--- src/rtl/mem_dump_reader.sv ---
// mem_dump_reader: reads a block of data-memory words through a two-edge
// registered read port and streams each word MSB-first as bytes to the
// debug transmitter.
//
// Byte handshake: tx_valid is raised only in TX and, once raised, tx_valid
// and tx_data stay constant until a rising edge where tx_valid && tx_ready;
// that edge transfers exactly one byte. The receiver may hold tx_ready low
// for any number of cycles.
module mem_dump_reader #(
  parameter int len_addr  = 32,
  parameter int len_data  = 32,
  parameter int ram_depth = 2048
) (
  input  logic                clk,
  input  logic                rst_n,
  input  logic                start,
  input  logic [len_addr-1:0] start_addr,
  input  logic [len_addr-1:0] n_words,
  output logic                mem_rd,
  output logic                mem_wr,
  output logic [len_addr-1:0] mem_addr,
  input  logic [len_data-1:0] mem_data,
  output logic [7:0]          tx_data,
  output logic                tx_valid,
  input  logic                tx_ready,
  output logic                busy,
  output logic                done,
  output logic [2:0]          o_dbg_state
);

  localparam int BPW  = len_data / 8;
  localparam int IDXW = (BPW > 1) ? $clog2(BPW) : 1;
  localparam logic [len_addr-1:0] DEPTH    = len_addr'(ram_depth);
  localparam logic [len_addr-1:0] ONE      = len_addr'(1);
  localparam logic [IDXW-1:0]     LAST_IDX = IDXW'(BPW - 1);

  typedef enum logic [2:0] {
    S_IDLE = 3'd0,
    S_RD0  = 3'd1,
    S_RD1  = 3'd2,
    S_RD2  = 3'd3,
    S_TX   = 3'd4,
    S_DONE = 3'd5
  } state_t;

  state_t              r_state;
  state_t              w_next;
  logic [len_addr-1:0] r_cur;
  logic [len_addr-1:0] r_remaining;
  logic [len_data-1:0] r_word;
  logic [IDXW-1:0]     r_idx;
  logic [len_addr-1:0] w_cnt;
  logic [len_addr-1:0] w_start_cur;
  logic [len_addr-1:0] w_next_cur;
  logic [len_data-1:0] w_shifted;
  logic                w_xfer;
  logic                w_last_byte;

  // Word count is clamped to the memory size; addresses wrap at the top.
  assign w_cnt       = (n_words > DEPTH) ? DEPTH : n_words;
  assign w_start_cur = start_addr % DEPTH;
  assign w_next_cur  = (r_cur == DEPTH - ONE) ? '0 : r_cur + ONE;

  // Current byte is always the top byte of the word shifted by idx bytes.
  assign w_shifted   = r_word << {r_idx, 3'b000};
  assign w_xfer      = (r_state == S_TX) && tx_ready;
  assign w_last_byte = w_xfer && (r_idx == LAST_IDX);

  assign mem_wr      = 1'b0;
  assign mem_addr    = r_cur;
  assign o_dbg_state = r_state;

  // State register.
  always_ff @(posedge clk or negedge rst_n) begin
    if (!rst_n) r_state <= S_IDLE;
    else        r_state <= w_next;
  end

  // Next-state and state-decoded outputs.
  always_comb begin
    w_next   = r_state;
    mem_rd   = 1'b0;
    tx_valid = 1'b0;
    tx_data  = 8'h00;
    busy     = 1'b0;
    done     = 1'b0;
    case (r_state)
      S_IDLE: begin
        if (start) w_next = (w_cnt == '0) ? S_DONE : S_RD0;
      end
      S_RD0: begin
        mem_rd = 1'b1;
        busy   = 1'b1;
        w_next = S_RD1;
      end
      S_RD1: begin
        mem_rd = 1'b1;
        busy   = 1'b1;
        w_next = S_RD2;
      end
      S_RD2: begin
        mem_rd = 1'b1;
        busy   = 1'b1;
        w_next = S_TX;
      end
      S_TX: begin
        busy     = 1'b1;
        tx_valid = 1'b1;
        tx_data  = w_shifted[len_data-1 -: 8];
        if (w_last_byte) w_next = (r_remaining == ONE) ? S_DONE : S_RD0;
      end
      S_DONE: begin
        done   = 1'b1;
        w_next = S_IDLE;
      end
      default: w_next = S_IDLE;
    endcase
  end

  // Address, word-count, captured word and byte index.
  always_ff @(posedge clk or negedge rst_n) begin
    if (!rst_n) begin
      r_cur       <= '0;
      r_remaining <= '0;
      r_word      <= '0;
      r_idx       <= '0;
    end else begin
      case (r_state)
        S_IDLE: begin
          if (start && (w_cnt != '0)) begin
            r_cur       <= w_start_cur;
            r_remaining <= w_cnt;
          end
        end
        S_RD2: begin
          r_word <= mem_data;
          r_idx  <= '0;
        end
        S_TX: begin
          if (w_xfer) r_idx <= r_idx + 1'b1;
          if (w_last_byte) begin
            r_remaining <= r_remaining - ONE;
            if (r_remaining != ONE) r_cur <= w_next_cur;
          end
        end
        default: ;
      endcase
    end
  end

endmodule
--- config.mk ---
export PLATFORM = sky130hd
export DESIGN_NAME = mem_dump_reader
export DESIGN_NICKNAME = d
export VERILOG_FILES = /design/src/rtl/mem_dump_reader.sv
export SDC_FILE = /design/constraint.sdc
export NUM_CORES = 1
export LEC_CHECK = 0
export ABC_AREA = 1
export BUFFER_PORTS_ARGS = -buffer_cell sky130_fd_sc_hd__buf_2
export CAP_MARGIN = 20
export CORE_MARGIN = 5
export CORE_UTILIZATION = 35
export DETAILED_ROUTE_END_ITERATION = 6
export SKIP_LAST_GASP = 1
export SYNTH_ARGS = -nofsm -noshare
export SYNTH_HDL_FRONTEND = slang
export SYNTH_SLANG_ARGS = --single-unit
export TNS_END_PERCENT = 20
--- constraint.sdc ---
create_clock -name clk -period 2.6 [get_ports clk]
set_input_delay 0.13 -clock clk [delete_from_list [all_inputs] [get_ports clk]]
set_output_delay 0.13 -clock clk [all_outputs]
set_load 0.02 [all_outputs]
==> results of run 1 <==
worst max-delay path, delay by kind of cell, from the launching register on:
kind | cells | cell delay, ns
flip-flops | 1 | 0.45
buffers and inverters | 4 | 0.73
AND/OR/NAND/NOR | 2 | 0.47
AO/OA/AOI/OAI | 1 | 0.20
what timing repair did:
action / 4_1_cts / 5_1_grt
resized for setup: 0 / 2
setup endpoints to repair: 0 / 3
hold buffers: 33 / 0
endpoints found under the hold margin: 74 / 0
metal layers:
layer  up-vias  share of wire (%)  global-route usage (%)
met2       140                 45                    29.2
met4         2                1.6                    5.68
met1      3023                 50                    26.2
met3        19                3.5                    2.22
li1       3482                  -                       -
met5         -               0.10                       0
cell type report:
| class | count | area, um^2 |
|---|---|---|
| fillers | 1877 | 10400 |
| multi-input cells | 802 | 3670 |
| flip-flops and latches | 101 | 2530 |
| repair buffers | 174 | 1130 |
| well taps | 234 | 293 |
| clock buffers | 9 | 225 |
| inverters | 54 | 205 |
| clock inverters | 7 | 98.8 |
path summary, 6_finish.rpt:
kind / to / slack [ns] / cells after the start
max: tx_data[2] / 0.23 / 7
min: r_idx[0]$_DFFE_PN0P_ / 0.1 / 3
max reg2reg: mem_addr[11]$_DFFE_PN0P_ / 0.29 / 11
min reg2reg: r_word[0]$_DFFE_PN0P_ / 0.47 / 2
max in group asynchronous: mem_addr[6]$_DFFE_PN0P_ / 1.56 / 3
min in group asynchronous: r_remaining[5]$_DFFE_PN0P_ / 0.31 / 2
cell families after synthesis:
| logic type | after synthesis | share of synthesized area, % |
|---|---|---|
| and+or+nand+nor | 695 | 44.4 |
| DFF | 101 | 38.4 |
| buffers and inverters | 96 | 5.82 |
| AOI/OAI and AO/OA | 59 | 4.83 |
| xor gates and xnor gates | 43 | 5.73 |
| adders and majority gates | 4 | 0.761 |
| other | 1 | 0.0570 |
power by group:
group / switching [uW] / internal [uW] / leakage (uW) / total [uW]
combinational: 2760 / 1490 / 0.00272 / 4250
clock: 736 / 704 / 0.000157 / 1440
sequential: 471 / 2060 / 0.00133 / 2530
total: 3960 / 4250 / 0.00420 / 8220
sequential cells by signal (all words and copies together), names as in the netlist:
register and flops:
o_dbg_state 3, r_remaining 32, mem_addr 32, r_idx 2
r_word 32
cell usage after synthesis (8+ instances only):
master / count
a21oi_1: 16
clkbuf_1: 31
dfrtp_1: 101
inv_1: 46
nand2_1: 361
nand3_1: 97
nand4_1: 19
nor2_1: 164
nor3_1: 27
nor4_1: 8
o21ai_0: 36
xnor2_1: 16
xor2_1: 27
through the flow:
stage | std cells | worst slack (ns) | power (uW) | hold WS [ns]
global route | 1381 | 0.00268 | 8980 | 0.129
finish | 1381 | 0.229 | 8220 | 0.0955
global placement | 1332 | 0.334 | 6720 | 0.165
CTS | 1381 | 0.104 | 8270 | 0.0841
floorplan | 999 | 0.585 | 5560 | -0.166
detailed placement | 1332 | 0.339 | 6760 | 0.170
==> reports/qor.yml, run 1 <==
sta:
  fin_setup_tns_ns: 0
  fin_crit_ns: 2.37
  finalSetupViolCount: 0
  finalHoldViolations: 0
  rsz0062_at_grt: "false"
  tightest_slew_ns: 0.774
  period_share_pct: 91.2
  max-slew-margin-rel_pct: 47.7
  report.final.slew_viol_count: 0
  fin_skew_ns: 0.00922
  fmax_mhz: 422
outcome:
  status: "finished clean"
detailed_routing:
  firstDrtPassIters: 6
  drc: 0
  vias: 6666
  wl_um: 19500
  via_per_inst: 4.83
  ant_nets: 0
  avgRoutedWirePerCell_um: 14.1
  drt-initial-drc-count: 433
logic_synthesis:
  netlist_area_mm2: 0.00658
  synthArstFlopShare_pct: 100
  syn_avg_cell_area_um2: 6.58
  synth-seq-area-share_pct: 38.4
  synth-seq-cells: 101
  ys_types: 37
  synth_area_leader_cell: "dfrtp_1"
  synth_cells: 999
  synth_nets: 1103
  ys.flop_type: "dfrtp_1"
  synth_warnings: 0
  synth_area_leaders: "dfrtp_1 38%, nand2_1 21%, nor2_1 9.4%, nand3_1 7.4%, xor2_1 3.6%"
  synth_edf_count: 0
  synth_top_cell_area_share_pct: 38.4
min_path:
  min_from: "tx_ready"
  worstHoldPathType: "input pin to flip-flop"
clock_network:
  clock_sinks: 101
  cts_buffer_depth: 2
  cts_tree: "done"
  postCtsSetupBuffers: 0
  path_clk_slew_ns: 0.08
  htree_levels: 3
  cts_made_buffers: 9
  clock-root-buffer: "clkbuf_16"
  clk_latency_ns: 0.36
critical_path:
  crit_start: "o_dbg_state[0]$_DFFE_PN0P_"
  worstPathRequired_ns: 2.47
  start_kind: "flip-flop"
  timing.rr.start: "mem_addr[0]$_DFFE_PN0P_"
  end_kind: "output port"
  critPathSlowestCell: "dfrtp_1"
  worstPathArrival_ns: 2.24
  critPathKind: "flip-flop to output port"
  critical-path-max-stage-delay_ns: 0.45
  worstPathCellList: "nor2_2 > inv_2 > nor2_8 > inv_4 > buf_12 > a21oi_1 > buf_2"
  cp_max_fo: 32
grt:
  grt_max_degree: 60
  grt_pass1_vias: 6533
  grt_first_pass_wirelength_um: 32900
  grt_usage_pct: 18.4
  grt_overflow: 0
  grt_antenna_before_repair: 1
place:
  place_area_mm2: 0.00749
  dp_hpwl_um: 14000
  gp_congestion: 0.890
  portBuffers: 125
finish:
  layout_commonest_cell: "nand2_1"
  final_cell_mix: "361 x nand2_1, 163 x nor2_1, 124 x buf_2"
  final_nets: 1246
  drive_gt1_share_pct: 15.4
  fin_area_mm2: 0.00815
  syn2layout_area_growth_pct: 23.9
  fin_util_pct: 43.8
  antenna_cells: 0
floorplanning:
  rows: 50
  dieArea_mm2: 0.0216
  core_mm2: 0.0186
  dieWidth_um: 147
  ios: 148
  die_h_um: 147
  start_util_pct: 35.4
power_and_ir_drop:
  vdd_drop_max_v: 0.000652
  p_per_area_mw_per_mm2: 1010
  p_leak_uw: 0.00420
run:
  cap_violations: 0
(Power assumes the default switching activity.)
==> run 2, diff against run 1 <==
Settings changed: REMOVE_ABC_BUFFERS set to 1.
==> run 2 against run 1 <==
Sequential share of layout area is 0.052 points higher. First-iteration DRC count rose by 21%. Utilization shrank 0.074 points. Clock-buffer cell count stayed put. Global-route usage is 0.53 points lower. Non-clock buffer count unchanged. Final cell count is the same. Via count grew 1.2%.
==> reports/qor.yml, run 2 (synthesis results as in run 1) <==
outcome:
  status: "finished clean"
clock_network:
  postCtsSetupBuffers: 0  # unchanged
  cts_resized: 0  # unchanged
  cts_buffer_depth: 2  # unchanged
  path_clk_slew_ns: 0.08  # about the same
  cts_hold_buf: 32  # -3.0%
  cts_made_buffers: 9  # unchanged
  clk_latency_ns: 0.36  # about the same
  clock_sinks: 101  # unchanged
  htree_levels: 3  # unchanged
  clock-root-buffer: "clkbuf_16"
  cts_tree: "done"
finish:
  antenna_cells: 0  # unchanged
  final_nets: 1246  # unchanged
  fillers: 1926  # +2.6%
  stdcell_count: 1381  # unchanged
  layout_commonest_cell: "nand2_1"
  syn2layout_area_growth_pct: 23.7
  fin_area_mm2: 0.00813  # -0.17%
  final_cell_mix: "361 x nand2_1, 163 x nor2_1, 124 x buf_2"
  drive_gt1_share_pct: 15.5  # +0.087 points
  fin_util_pct: 43.8  # -0.074 points
grt:
  grt_overflow: 0  # unchanged
  grt_antenna_before_repair: 0  # -1
  grt_max_degree: 50  # -17%
  grt_pass1_vias: 6421  # -1.7%
  grt_usage_pct: 17.8  # -0.53 points
  grt_first_pass_wirelength_um: 32300  # -1.8%
place:
  dp_cells: 1333  # +0.075%
  portBuffers: 125  # unchanged
  gp_congestion: 0.892  # +0.24%
  place_area_mm2: 0.00748  # about the same
  dp_hpwl_um: 13500  # -3.8%
power_and_ir_drop:
  p_leak_uw: 0.00420  # about the same
  p_int_uw: 4340  # +2.1%
  p_total_uw: 8240  # +0.28%
  power_frac_seq_pct: 30.8  # about the same
  switching_share_pct: 47.3  # -0.93 points
  vdd_drop_max_v: 0.000548  # -16%
  power_frac_clock_pct: 18.0  # +0.5 points
  power_frac_comb_pct: 51.2  # -0.5 points
  power.switching_uw: 3900  # -1.6%
  p_per_area_mw_per_mm2: 1010  # +0.45%
sta:
  fin_skew_ns: 0.0122  # +0.00296 ns
  fin_crit_ns: 2.41  # +0.0397 ns
  finalHoldViolations: 0  # unchanged
  tightest_slew_ns: 0.726  # -0.0483 ns
  period_share_pct: 92.7  # +1.5 points
  rsz0062_at_grt: "false"
  max-slew-margin-rel_pct: 51.0  # +3.3 points
  finalSetupViolCount: 0  # unchanged
  fmax_mhz: 415  # -1.6%
  report.final.slew_viol_count: 0  # unchanged
  fin_setup_tns_ns: 0  # unchanged
detailed_routing:
  drt-initial-drc-count: 522  # +21%
  wl_um: 19000  # -2.6%
  drc: 0  # unchanged
  via_per_inst: 4.88  # +1.2%
  vias: 6746  # +1.2%
  ant_nets: 0  # unchanged
  firstDrtPassIters: 5  # -1
  avgRoutedWirePerCell_um: 13.7  # -2.6%
min_path:
  worstHoldPathType: "input pin to flip-flop"
  holdPathStages: 3  # unchanged
  min_from: "mem_data[29]"
  holdPathEnd: "r_word[29]$_DFFE_PN0P_"
critical_path:
  critPathKind: "flip-flop to output port"
  r2r_cells: 12  # +1
  start_kind: "flip-flop"
  r2r-end: "mem_addr[5]$_DFFE_PN0P_"
  worstPathArrival_ns: 2.28  # +0.04 ns
  worstPathRequired_ns: 2.47  # about the same
  cp_max_fo: 49  # +53%
  reg2reg_slack_ns: 0.30  # about the same
  end_kind: "output port"
  timing.rr.start: "mem_addr[0]$_DFFE_PN0P_"
floorplanning:
  die_h_um: 147  # unchanged
  dieArea_mm2: 0.0216  # unchanged
  start_util_pct: 35.4  # unchanged
  core_mm2: 0.0186  # unchanged
  dieWidth_um: 147  # unchanged
  rows: 50  # unchanged
  ios: 148  # unchanged
run:
  cap_violations: 0  # unchanged
==> run 2: layout make-up <==
class / count / area (um^2) / share of cell area, %
flip-flops and latches: 101 / 2530 / 31.1
clock buffers: 9 / 225 / 2.77
multi-input cells: 802 / 3670 / 45.1
repair buffers: 174 / 1110 / 13.7
well taps: 234 / 293 / 3.60
clock inverters: 7 / 103 / 1.26
inverters: 54 / 203 / 2.49
==> run 2: worst max-delay path, stage by stage (launching register included) <==
cell	delay [ns]
dfrtp_1	0.44
nor2_2	0.18
inv_2	0.08
nor2_8	0.20
buf_4	0.20
inv_2	0.15
buf_12	0.23
a21oi_1	0.21
buf_2	0.21
==> run 2: worst max path at each step <==
stage / cells past startpoint / start / slack, ns / to
floorplan: 5 / o_dbg_state[0]$_DFFE_PN0P_ / -0.52 / r_idx[0]$_DFFE_PN0P_
global placement: 12 / mem_addr[0]$_DFFE_PN0P_ / 0.36 / mem_addr[5]$_DFFE_PN0P_
detailed placement: 12 / mem_addr[0]$_DFFE_PN0P_ / 0.33 / mem_addr[5]$_DFFE_PN0P_
CTS: 8 / o_dbg_state[0]$_DFFE_PN0P_ / 0.15 / tx_data[5]
global route: 8 / o_dbg_state[0]$_DFFE_PN0P_ / 0.02 / tx_data[5]
finish: 8 / o_dbg_state[0]$_DFFE_PN0P_ / 0.19 / tx_data[5]
==> run 2: stage by stage <==
| step | setup slack, ns | hold WS, ns |
|---|---|---|
| floorplan | -0.518 | -0.166 |
| global placement | 0.363 | 0.169 |
| detailed placement | 0.327 | 0.161 |
| CTS | 0.150 | 0.00599 |
| global route | 0.0214 | 0.0120 |
| finish | 0.189 | 0.00976 |
==> run 2: layer usage <==
layer  part of all wire [%]  wire (um)  vias up  GRT usage (%)
met4                    1.3        252        0           5.03
li1                       -          -     3477              -
met3                    4.4        831       16           2.25
met5                      0          0        -              0
met1                     49       9330     3094           26.0
met2                     45       8570      159           27.9
==> run 2: power by group through the flow <==
| stage | Combinational (uW) | Clock (uW) | Sequential [uW] |
|---|---|---|---|
| after CTS | 4250 | 1520 | 2540 |
| after floorplan | 2860 | 0 | 2580 |
| after global placement | 4170 | 0 | 2550 |
| after detailed placement | 4200 | 0 | 2560 |
| after global routing | 4870 | 1580 | 2620 |
| final | 4220 | 1480 | 2540 |
==> run 3, diff against run 2 <==
Settings changed: ABC_AREA 1 to unset.
==> run 3 against run 2 <==
Highest routed layer unchanged. Hold slack worse by 0.0040 ns. Fmax decreased by 4.5%. Non-clock buffer count grew 6. Final area fell by 12%.
==> reports/qor.yml, run 3 <==
logic_synthesis:
  synth_xor_area_share_pct: 0.313  # -5.4 points
  synth_common_cells: "101 x dfrtp_1, 80 x o21ai_0, 46 x a21oi_1"
  synth_most_common_cell: "dfrtp_1"
  synth_top_cell_area_share_pct: 45.1  # +6.7 points
  synthAdderAreaFrac_pct: 0.893  # +0.13 points
  synth-seq-cells: 101  # unchanged
  netlist_area_mm2: 0.00560  # -15%
  synthArstFlopShare_pct: 100  # unchanged
  ys.flop_type: "dfrtp_1"
  synth_area_leader_cell: "dfrtp_1"
  synth_top_family_by_area: "simple AND/OR/NAND/NOR gates"
  synth_area_leaders: "dfrtp_1 45%, o21ai_0 7.1%, mux2_2 6.6%, a21oi_1 4.1%, mux4_2 3.2%"
  synth-seq-area-share_pct: 45.1  # +6.7 points
  synth_edf_count: 0  # unchanged
  synth_cells: 603  # -40%
  muxShareOfSynthArea_pct: 10.0  # +10 points
  syn_avg_cell_area_um2: 9.29  # +41%
  synth-simple-area-share_pct: 22.1  # -22 points
  ys_types: 56  # +51%
  synth_warnings: 0  # unchanged
  synth_compound_area_share_pct: 18.1  # +13 points
critical_path:
  timing.rr.start: "r_remaining[12]$_DFFE_PN0P_"
  r2r_cells: 7  # -5
  critPathSlowestCell: "or4_4"
  critPathKind: "flip-flop to flip-flop"
  reg2reg_slack_ns: 0.07  # -0.23 ns
  worstPathRequired_ns: 2.85  # +0.38 ns
  critical-path-max-stage-delay_ns: 0.55  # +0.11 ns
  r2r-end: "mem_addr[30]$_DFFE_PN0P_"
  critical_path.top_delay_family: "simple AND/OR/NAND/NOR gates"
  worstPathCellList: "or4_4 > or4_4 > nor4_4 > buf_4 > nor4_2 > and4_1 > mux2_2"
  path_common_cell: "or4_4"
  end_kind: "flip-flop"
  start_kind: "flip-flop"
  critPathBufInv: 1  # -4
  worstPathArrival_ns: 2.77  # +0.49 ns
  cp_max_fo: 5  # -90%
grt:
  grt_max_degree: 62  # +24%
  grt_overflow: 0  # unchanged
  grt_antenna_before_repair: 0  # unchanged
  top_usage_layer: "met2"
  grt_pass1_vias: 5427  # -15%
  grt.met2_usage_pct: 29.6  # +1.7 points
  grt_usage_pct: 17.5  # -0.28 points
  grt_first_pass_wirelength_um: 26800  # -17%
  grt_util_met1_pct: 23.0  # -2.9 points
  gr-usage-met3_pct: 3.86  # +1.6 points
floorplanning:
  rows: 46  # -8.0%
  die_h_um: 137  # -7.2%
  core_mm2: 0.0158  # -15%
  dieArea_mm2: 0.0186  # -14%
  ios: 148  # unchanged
  dieWidth_um: 137  # -7.2%
  start_util_pct: 35.5  # +0.13 points
clock_network:
  clock-root-buffer: "clkbuf_16"
  htree_levels: 3  # unchanged
  cts_made_buffers: 9  # unchanged
  clock_sinks: 101  # unchanged
  cts_buffer_depth: 2  # unchanged
  cts_tree: "done"
  clk_latency_ns: 0.35  # about the same
  path_clk_slew_ns: 0.08  # about the same
finish:
  fillers: 1583  # -18%
  syn2layout_area_growth_pct: 27.8
  final_cell_mix: "125 x buf_2, 101 x dfrtp_1, 79 x o21ai_0"
  drive_gt1_share_pct: 31.5  # +16 points
  layout_commonest_cell: "buf_2"
  antenna_cells: 0  # unchanged
  final_nets: 864  # -31%
  seq_area_mm2: 0.00253  # unchanged
  multiInputGateArea_mm2: 0.00291  # -21%
detailed_routing:
  via_per_inst: 5.60  # +15%
  drc: 0  # unchanged
  wl_um: 16200  # -14%
  drt-initial-drc-count: 444  # -15%
  avgRoutedWirePerCell_um: 16.6  # +20%
  vias: 5498  # -18%
  firstDrtPassIters: 5  # unchanged
  ant_nets: 0  # unchanged
power_and_ir_drop:
  vdd_drop_max_v: 0.000560  # +2.1%
  p_leak_uw: 0.00316  # -25%
  p_per_area_mw_per_mm2: 890  # -12%
  p_total_uw: 6370  # -23%
outcome:
  status: "finished clean"
sta:
  period_share_pct: 97.1  # +4.4 points
  fin_skew_ns: 0.0110  # -0.00121 ns
  setup_ws_ns: 0.0748  # -0.114 ns
  tightest_slew_ns: 1.02  # +0.293 ns
  fmax_mhz: 396  # -4.5%
  finalHoldViolations: 0  # unchanged
  fin_crit_ns: 2.53  # +0.114 ns
  max-slew-margin-rel_pct: 32.0  # -19 points
  finalSetupViolCount: 0  # unchanged
  report.final.slew_viol_count: 0  # unchanged
place:
  dp_hpwl_um: 11600  # -14%
  dp_slack_ns: -0.0543  # -0.381 ns
  portBuffers: 125  # unchanged
  gp_congestion: 0.845  # -5.2%
min_path:
  worstHoldPathType: "input pin to flip-flop"
  min_from: "mem_data[25]"
  holdPathEnd: "r_word[25]$_DFFE_PN0P_"
  holdPathStages: 2  # -1
run:
  cap_violations: 0  # unchanged
run 3: cell types whose count changed in the layout (fill, tap and decap cells not counted), moves of 9 or more:
cell,previous run,this run
nand2_1,361,39
nor2_1,163,43
nand3_1,97,33
o21ai_0,36,79
mux2_2,0,33
inv_1,45,13
a21oi_1,16,46
xor2_1,27,0
buf_4,15,41
dlygate4sd3_1,32,10
nor4_1,8,27
xnor2_1,16,2
nand4_1,19,10
run 3: layout make-up:
cell class,instances,area share [%]
Multi-Input combinational cell,455,40.7
Sequential cell,101,35.3
Timing Repair Buffer,180,15.6
Tap cell,216,3.77
Clock buffer,9,3.15
Clock inverter,7,0.874
Inverter,13,0.681
run 3: report_power, final:
part	switching, uW	leakage (uW)	internal (uW)	total (uW)
clock	672	0.000139	672	1340
combinational	1450	0.00172	1220	2670
sequential	345	0.00130	2020	2360
total	2460	0.00316	3910	6370
run 3: cell families (layout without fill, tap and decap cells):
family | count (synthesis) | after routing
multiplexers | 42 | 42
buffers and inverters | 47 | 209
other | 1 | 1
adder cells (fa/ha/maj) | 4 | 4
AO/OA/AOI/OAI | 174 | 174
flip-flops | 101 | 101
XOR/XNOR | 2 | 2
AND/OR/NAND/NOR | 232 | 232
run 3: per-stage QoR:
step | cells | hold WS [ns] | utilization [%] | cell area, um^2 | setup TNS, ns
3_3_place_gp | 951 | 0.160 | 42.7 | 6730 | -0.0180
2_1_floorplan | 569 | -0.166 | - | 5460 | -109.53
4_1_cts | 977 | 0.000122 | 45.1 | 7110 | -0.194
6_report | 981 | 0.00581 | 45.4 | 7160 | 0
5_1_grt | 981 | 0.00355 | 45.4 | 7160 | -0.00547
3_5_place_dp | 951 | 0.168 | 42.7 | 6730 | -0.108
run 3: worst max-delay path by stage:
stage | from | endpoint | slack [ns] | depth (start not counted)
after floorplan | o_dbg_state[0]$_DFFE_PN0P_ | mem_addr[30]$_DFFE_PN0P_ | -1.79 | 8
after global placement | r_remaining[13]$_DFFE_PN0P_ | mem_addr[8]$_DFFE_PN0P_ | -0.02 | 7
after detailed placement | r_remaining[13]$_DFFE_PN0P_ | mem_addr[8]$_DFFE_PN0P_ | -0.05 | 7
after CTS | r_remaining[19]$_DFFE_PN0P_ | mem_addr[8]$_DFFE_PN0P_ | -0.06 | 7
after global routing | r_remaining[12]$_DFFE_PN0P_ | mem_addr[21]$_DFFE_PN0P_ | -0.004 | 8
final | r_remaining[12]$_DFFE_PN0P_ | mem_addr[30]$_DFFE_PN0P_ | 0.07 | 7
run 3: routing by layer:
metal,up-vias,wire (um)
met2,181,8060
met3,21,987
met1,2703,7020
met4,0,176
li1,2593,-
met5,-,0
run 3: worst reg2reg max path: stages (launching register included):
cell and delay (ns):
dfrtp_1 0.42, or4_4 0.55, or4_4 0.48, nor4_4 0.26, buf_4 0.18, nor4_2 0.06, and4_1 0.23, mux2_2 0.25
run 3: timing repair:
action / in CTS / in global routing
hold buffers: 10 / 0
endpoints found under the setup margin: 10 / 33
setup buffers: 0 / 3
resized for setup: 0 / 5
cloned: 0 / 0
hold endpoints to repair: 49 / 0
pin swaps: 1 / 1
